===== src/rtl/aurora_adc_gen_pkg.sv =====
// Shared constants and beat formation for the Aurora ADC ramp-pattern generator.
package aurora_adc_gen_pkg;

   localparam logic [1:0] ST_IDLE = 2'd0;
   localparam logic [1:0] ST_RUN  = 2'd1;
   localparam logic [1:0] ST_GAP  = 2'd2;

   localparam int LANE_NUM       = 8;
   localparam int LANE_WD        = 16;
   localparam int BEATS_PER_BASE = 4;
   localparam int BASE_STEP      = 4;
   localparam int BEAT_WD        = LANE_NUM * LANE_WD;

   // Lane i carries base + (i mod 4), each lane wrapping on its own.
   function automatic logic [BEAT_WD-1:0] form_beat(input logic [LANE_WD-1:0] base);
      logic [BEAT_WD-1:0] r;
      r = '0;
      for (int i = 0; i < LANE_NUM; i++) begin
         r[i*LANE_WD +: LANE_WD] = base + LANE_WD'(i % BEATS_PER_BASE);
      end
      return r;
   endfunction

endpackage


===== src/rtl/aurora_adc_pat_gen.sv =====
// Ramp pattern state (base/beat); next_data is the beat that is current after this cycle's advance.
module aurora_adc_pat_gen
   import aurora_adc_gen_pkg::*;
(
   input  logic               clk,
   input  logic               rst,
   input  logic               clear,
   input  logic               advance,
   output logic [BEAT_WD-1:0] next_data
);

   logic [LANE_WD-1:0] base_q, base_d;
   logic [1:0]         beat_q, beat_d;

   always_comb begin
      base_d = base_q;
      beat_d = beat_q;
      if (clear) begin
         base_d = '0;
         beat_d = '0;
      end else if (advance) begin
         beat_d = beat_q + 2'd1;
         if (beat_q == 2'(BEATS_PER_BASE - 1)) begin
            base_d = base_q + LANE_WD'(BASE_STEP);
         end
      end
      next_data = form_beat(base_d);
   end

   always_ff @(posedge clk or posedge rst) begin
      if (rst) begin
         base_q <= '0;
         beat_q <= '0;
      end else begin
         base_q <= base_d;
         beat_q <= beat_d;
      end
   end

endmodule


===== src/rtl/aurora_20g_adc_gen.sv =====
// Burst/gap ramp-pattern source for the 20G Aurora ADC path, valid/ready output, registered beat.
// Optional single-beat bit-0 corruption is built only with AURORA_ADC_GEN_ERR_INJ_EN defined.
module aurora_20g_adc_gen
   import aurora_adc_gen_pkg::*;
#(
   parameter int DATA_WD = 128,
   parameter int LEN_WD  = 16
) (
   input  logic               clk,
   input  logic               rst,
   input  logic               cfg_rst,
   input  logic               cfg_en,
   input  logic [LEN_WD-1:0]  cfg_burst_len,
   input  logic [LEN_WD-1:0]  cfg_gap_len,
   input  logic               cfg_err_inj,
   input  logic               adc_rdy,
   output logic               adc_vld,
   output logic [DATA_WD-1:0] adc_data,
   output logic [31:0]        tx_cnt,
   output logic [31:0]        inj_cnt,
   output logic               busy
);

   logic [1:0]         state_q, state_d;
   logic               vld_q, vld_d;
   logic [DATA_WD-1:0] data_q, data_d;
   logic [LEN_WD-1:0]  burst_cnt_q, burst_cnt_d;
   logic [LEN_WD-1:0]  gap_cnt_q, gap_cnt_d;
   logic [LEN_WD-1:0]  gap_len_q, gap_len_d;
   logic               cont_q, cont_d;
   logic [31:0]        tx_cnt_q, tx_cnt_d;

   logic               xfer;
   logic               load;
   logic               start;
   logic [DATA_WD-1:0] next_data;
   logic [DATA_WD-1:0] inj_mask;

   assign xfer = vld_q && adc_rdy;

   aurora_adc_pat_gen u_pat (
      .clk       (clk),
      .rst       (rst),
      .clear     (cfg_rst),
      .advance   (xfer),
      .next_data (next_data)
   );

   always_comb begin
      state_d     = state_q;
      vld_d       = vld_q;
      data_d      = data_q;
      burst_cnt_d = burst_cnt_q;
      gap_cnt_d   = gap_cnt_q;
      gap_len_d   = gap_len_q;
      cont_d      = cont_q;
      tx_cnt_d    = tx_cnt_q + 32'(xfer);
      load        = 1'b0;
      start       = 1'b0;

      case (state_q)
         ST_IDLE: begin
            if (cfg_en) start = 1'b1;
         end
         ST_RUN: begin
            if (xfer) begin
               // Disable wins over end-of-burst so a falling cfg_en never lands in GAP.
               if (!cfg_en) begin
                  state_d = ST_IDLE;
                  vld_d   = 1'b0;
               end else if (!cont_q && burst_cnt_q == LEN_WD'(1)) begin
                  if (gap_len_q != '0) begin
                     state_d   = ST_GAP;
                     vld_d     = 1'b0;
                     gap_cnt_d = gap_len_q;
                  end else begin
                     start = 1'b1;
                  end
               end else begin
                  burst_cnt_d = burst_cnt_q - LEN_WD'(1);
                  load        = 1'b1;
               end
            end
         end
         ST_GAP: begin
            if (gap_cnt_q <= LEN_WD'(1)) begin
               if (cfg_en) start = 1'b1;
               else        state_d = ST_IDLE;
            end else begin
               gap_cnt_d = gap_cnt_q - LEN_WD'(1);
            end
         end
         default: state_d = ST_IDLE;
      endcase

      // Burst configuration is captured only here, at the start of each burst.
      if (start) begin
         state_d     = ST_RUN;
         burst_cnt_d = cfg_burst_len;
         cont_d      = (cfg_burst_len == '0);
         gap_len_d   = cfg_gap_len;
         load        = 1'b1;
      end

      if (load) begin
         vld_d  = 1'b1;
         data_d = next_data ^ inj_mask;
      end

      if (cfg_rst) begin
         state_d     = ST_IDLE;
         vld_d       = 1'b0;
         data_d      = '0;
         burst_cnt_d = '0;
         gap_cnt_d   = '0;
         gap_len_d   = '0;
         cont_d      = 1'b0;
         tx_cnt_d    = '0;
      end
   end

   always_ff @(posedge clk or posedge rst) begin
      if (rst) begin
         state_q     <= ST_IDLE;
         vld_q       <= 1'b0;
         data_q      <= '0;
         burst_cnt_q <= '0;
         gap_cnt_q   <= '0;
         gap_len_q   <= '0;
         cont_q      <= 1'b0;
         tx_cnt_q    <= '0;
      end else begin
         state_q     <= state_d;
         vld_q       <= vld_d;
         data_q      <= data_d;
         burst_cnt_q <= burst_cnt_d;
         gap_cnt_q   <= gap_cnt_d;
         gap_len_q   <= gap_len_d;
         cont_q      <= cont_d;
         tx_cnt_q    <= tx_cnt_d;
      end
   end

`ifdef AURORA_ADC_GEN_ERR_INJ_EN
   logic        arm_q, arm_d;
   logic        inj_cur_q, inj_cur_d;
   logic        inj_new;
   logic [31:0] inj_cnt_q, inj_cnt_d;

   // inj_cur_q marks the beat on the output as the corrupted one; arm holds until it transfers.
   always_comb begin
      inj_new   = (arm_q || cfg_err_inj) && !inj_cur_q;
      inj_mask  = {{(DATA_WD-1){1'b0}}, inj_new};
      arm_d     = arm_q;
      inj_cur_d = inj_cur_q;
      inj_cnt_d = inj_cnt_q + 32'(xfer && inj_cur_q);
      if (xfer && inj_cur_q) arm_d = 1'b0;
      if (cfg_err_inj && !arm_q) arm_d = 1'b1;
      if (load)      inj_cur_d = inj_new;
      else if (xfer) inj_cur_d = 1'b0;
      if (cfg_rst) begin
         arm_d     = 1'b0;
         inj_cur_d = 1'b0;
         inj_cnt_d = '0;
      end
   end

   always_ff @(posedge clk or posedge rst) begin
      if (rst) begin
         arm_q     <= 1'b0;
         inj_cur_q <= 1'b0;
         inj_cnt_q <= '0;
      end else begin
         arm_q     <= arm_d;
         inj_cur_q <= inj_cur_d;
         inj_cnt_q <= inj_cnt_d;
      end
   end

   assign inj_cnt = inj_cnt_q;
`else
   logic unused_err_inj;
   assign unused_err_inj = cfg_err_inj;
   assign inj_mask       = '0;
   assign inj_cnt        = '0;
`endif

   assign adc_vld  = vld_q;
   assign adc_data = data_q;
   assign tx_cnt   = tx_cnt_q;
   assign busy     = (state_q != ST_IDLE);

endmodule


===== config.mk =====
export PLATFORM = sky130hd
export DESIGN_NAME = aurora_20g_adc_gen
export DESIGN_NICKNAME = d
export VERILOG_FILES = /design/src/rtl/aurora_adc_gen_pkg.sv /design/src/rtl/aurora_adc_pat_gen.sv /design/src/rtl/aurora_20g_adc_gen.sv
export SDC_FILE = /design/constraint.sdc
export NUM_CORES = 1
export LEC_CHECK = 0
export BUFFER_PORTS_ARGS = -buffer_cell sky130_fd_sc_hd__buf_2
export CAP_MARGIN = 25
export CORE_MARGIN = 5
export CORE_UTILIZATION = 54
export DETAILED_ROUTE_END_ITERATION = 6
export GPL_ROUTABILITY_DRIVEN = 0
export GPL_TIMING_DRIVEN = 0
export PLACE_DENSITY = 0.81
export SYNTH_ARGS = -nofsm -noshare
export SYNTH_HDL_FRONTEND = slang
export SYNTH_SLANG_ARGS = --single-unit

===== constraint.sdc =====
create_clock -name clk -period 6.76 [get_ports clk]
set_input_delay 1.69 -clock clk [delete_from_list [all_inputs] [get_ports clk]]
set_output_delay 1.69 -clock clk [all_outputs]
set_load 0.005 [all_outputs]

==> results.md <==
- Total of hold buffers inserted after clock tree synthesis: 0
- Unrepaired setup endpoints after global routing: no
- Final number of setup-violating endpoints: 0
- TritonCTS clock tree: built
- Via count normalized by instance count: 5.68
- CTS root buf: clkbuf_16
- Resized Gates After CTS: 0
- Width of the die: 142 um
- Total power: ~3.7 mW
- Number of antenna violations at the first check in global routing: 0
- Gr usage total: between 20 and 30%
- Share of synthesized registers carrying an async set or reset: 100%
- Fin Clk Skew: 0.00877 ns
- Max-slew violation total from the final report: 0
- Final critical delay including setup and external delays: 4.19 ns
- Clock insertion delay at the later pin of the skew report: 0.43 ns
- Flops & latches, synth: about 160
- Cell depth of the worst flop-to-flop path: 11
- Main combinational cell family by area after synthesis: simple AND/OR/NAND/NOR gates
- Fraction of the mapped netlist area in adder cells: under 10%
- Detailed-route wire length per cell: around 17 um
- Number of nets with antenna violations after routing: 0
- Count of warnings emitted by yosys: 0
- Netlist area before placement: 9380 um^2
- Vias after detailed routing: 8556
- H-tree depth: 4
- Number of remaining DRC errors: 0
- P per Cell Area: 321 nW/um^2
- CTS Buf Count: 17
- CP startpoint kind: input pin
- Final routed wirelength across all metal layers: 25500 um
- Wire length of the first global-routing pass: just over 40000 um
- Post-Synth Simple-Gate Area: 20.4%
- Worst min path class: reg -> reg
- Maximum clock frequency: 239 MHz
- Cell depth of the worst hold path: 1
- Worst vdd rail ir drop: 0.255 mV
- Crit path max-delay cell type: nor3b_1
- Core Util, Final: 66.3%
- Clk buf depth: 2
- Multiplexer share of the synthesized area: about 1.4%
- Initial Utilization: between 50% and 60%
- Fraction of final layout cells sized beyond drive strength 1: 28.2%
- Run status: finished clean
- Core footprint: 17200 um^2
- Vias in the first global route: approximately 8000
- Leak Pwr: between 5 and 6 nW
- Buffers added on ports: 196
- Most used DFF post-synth: dfrtp_1
- Area added between synthesis and finish: 21.4%
- Worst-case headroom to the max-slew limit: 43.9%
- # rows: 48
- Clock net sink count: about 160
- Worst setup EP type: flip-flop
- Number of enable-type register cells in the synthesized netlist: 0
- Post-place instance area: roughly 11000 um^2
- Global route overflow: 0
- Data required time at the worst endpoint: 7.08 ns
- Post-detailed-placement half-perimeter wirelength: 19000 um
- Critical path arrival: 4.50 ns
- Worst-margin pin slew: 0.834 ns
- Count of max-cap constraint violations: 0
- Pre-antenna DRT Iters: 5
- Number of primary I/O pins: 232
- Number of diodes: 0
- Part of the Yosys area used for sequential elements: 43.7%
- Xor-xnor portion of the synthesized cell area: around 6.3%
- Maximum number of pins on one net before global-route repair: 84
- DIE AREA: approximately 20000 um^2
- Mean Syn Cell Area: 9.19 um^2
- Number of cells produced by synthesis: 1021
- Nets: between 1000 and 1500
- Number of design-rule violations left by the first detailed-router iteration: 702
- Buffers inserted during post-CTS setup optimization: 0
- Final critical-path share of the clock period: around three fifths
- Crit Path Max Fanout: 7
- Ordered cell list for the critical path: clkbuf_2 > and3_1 > clkbuf_1 > xnor2_1 > nor2_1 > ha_1 > nand2_1 > nor3b_1 > nor4b_1 > a2111o_1 > nand3_1
- Category of the critical setup timing path: in -> reg
- Vertical extent of the die: 142 um
- Slowest Stage Delay on Critical Path: between 0.4 and 0.5 ns
- Number of endpoints with negative hold slack in the final report: 0
- Cell variety after synth: 70
- Compound-cell area share of the yosys netlist: 15.1%
- Clock Pin Slew Worst Setup and Hold Paths: approximately 0.060 ns
- Finished layout cell area: between 10000 and 15000 um^2
cell usage after synthesis, types with 4 or more instances:
cell type / number / area (um^2)
dfrtp_1: 164 / 4100
buf_4: 100 / 751
nor2_1: 99 / 372
nand2_1: 91 / 342
o21ai_0: 61 / 305
xnor2_1: 35 / 307
clkbuf_1: 33 / 124
xor2_1: 33 / 289
nand3_1: 31 / 155
nor4_1: 31 / 194
a21oi_1: 29 / 145
nand4_1: 28 / 175
nor3_1: 27 / 135
a22o_1: 21 / 184
inv_1: 20 / 75.1
a211oi_1: 17 / 128
ha_1: 12 / 150
and3_1: 9 / 56.3
nand2b_1: 9 / 56.3
o21ai_1: 9 / 45.0
or4_1: 9 / 67.6
and4_1: 8 / 70.1
buf_2: 8 / 40.0
mux2i_1: 8 / 80.1
nor2b_1: 8 / 50.1
or3_1: 8 / 50.1
and2_1: 7 / 43.8
o31ai_1: 7 / 52.6
a21o_1: 6 / 45.0
a31oi_1: 6 / 37.5
buf_1: 6 / 22.5
a22oi_1: 5 / 37.5
buf_6: 5 / 56.3
a32oi_1: 4 / 35.0
nand4b_1: 4 / 35.0
o41ai_1: 4 / 35.0
cell families after synthesis:
kind of cell | count (synthesis)
xor gates and xnor gates | 68
adders and majority gates | 12
muxes | 12
DFF | 164
buffers and inverters | 174
AOI/OAI and AO/OA | 207
and+or+nand+nor | 383
other | 1
critical path, delay by kind of cell:
family	cells	cell delay [ns]
AO/OA/AOI/OAI	1	0.21
XOR/XNOR	1	0.10
adder cells (fa/ha/maj)	1	0.35
buffers and inverters	2	0.48
AND/OR/NAND/NOR	6	1.65
state kept, by name (all words and copies together) (netlist names):
register	cells
u_pat.base_q	16
burst_cnt_q	16
tx_cnt	32
state_q	2
gap_cnt_q	16
cont_q	1
adc_data	62
adc_vld	1
gap_len_q	16
u_pat.beat_q	2
per-layer routing:
metal,vias to the layer above,global-route usage [%],wire (um)
met4,0,10.4,781
met2,407,41.4,12200
met5,-,0,0
met1,4066,33.0,10400
li1,4027,-,-
met3,56,5.22,2170
worst paths after layout:
path	start	to	slack, ns
max reg2reg	u_pat.beat_q[0]	adc_data[95]	3.39
max	adc_rdy	adc_data[95]	2.57
max in group asynchronous	rst	gap_cnt_q[2]	4.65
min reg2reg	u_pat.base_q[1]	adc_data[97]	0.49
min	u_pat.base_q[1]	adc_data[97]	0.49
min in group asynchronous	rst	adc_data[86]	1.32
final cells by class:
class	instances	area [um^2]
clock buffers	18	439
multi-input cells	714	4320
inverters	20	82.6
well taps	225	282
fillers	1434	5780
repair buffers	198	1010
plain buffers	154	1000
flip-flops and latches	164	4100
clock inverters	14	153
per-stage QoR:
stage	TNS [ns]	setup WS (ns)	hold slack [ns]	std cells
floorplan	0	0.637	0.425	1052
global route	0	2.30	0.485	1507
global placement	-199.86	-1.23	0.446	1473
CTS	0	2.60	0.478	1506
finish	0	2.57	0.485	1507
detailed placement	0	2.16	0.471	1474
report_power, final:
part	total [mW]	switching, mW	internal (mW)	leakage, nW
Sequential	1.30	0.164	1.13	2.25
Combinational	1.38	0.861	0.523	3.16
Clock	0.975	0.417	0.558	0.280
Total	3.66	1.44	2.22	5.70
placed cells by master (no fill, tap or decap), types with 28 or more instances in the layout:
cell,netlist,layout
nor2_1,99,99
buf_4,100,100
xnor2_1,35,35
conb_1,1,32
clkbuf_1,33,33
nor4_1,31,31
o21ai_0,61,61
nand3_1,31,31
nand2_1,91,91
buf_2,8,205
a21oi_1,29,29
xor2_1,33,33
nand4_1,28,28
dfrtp_1,164,164
Power figures use the tool's default switching activity.
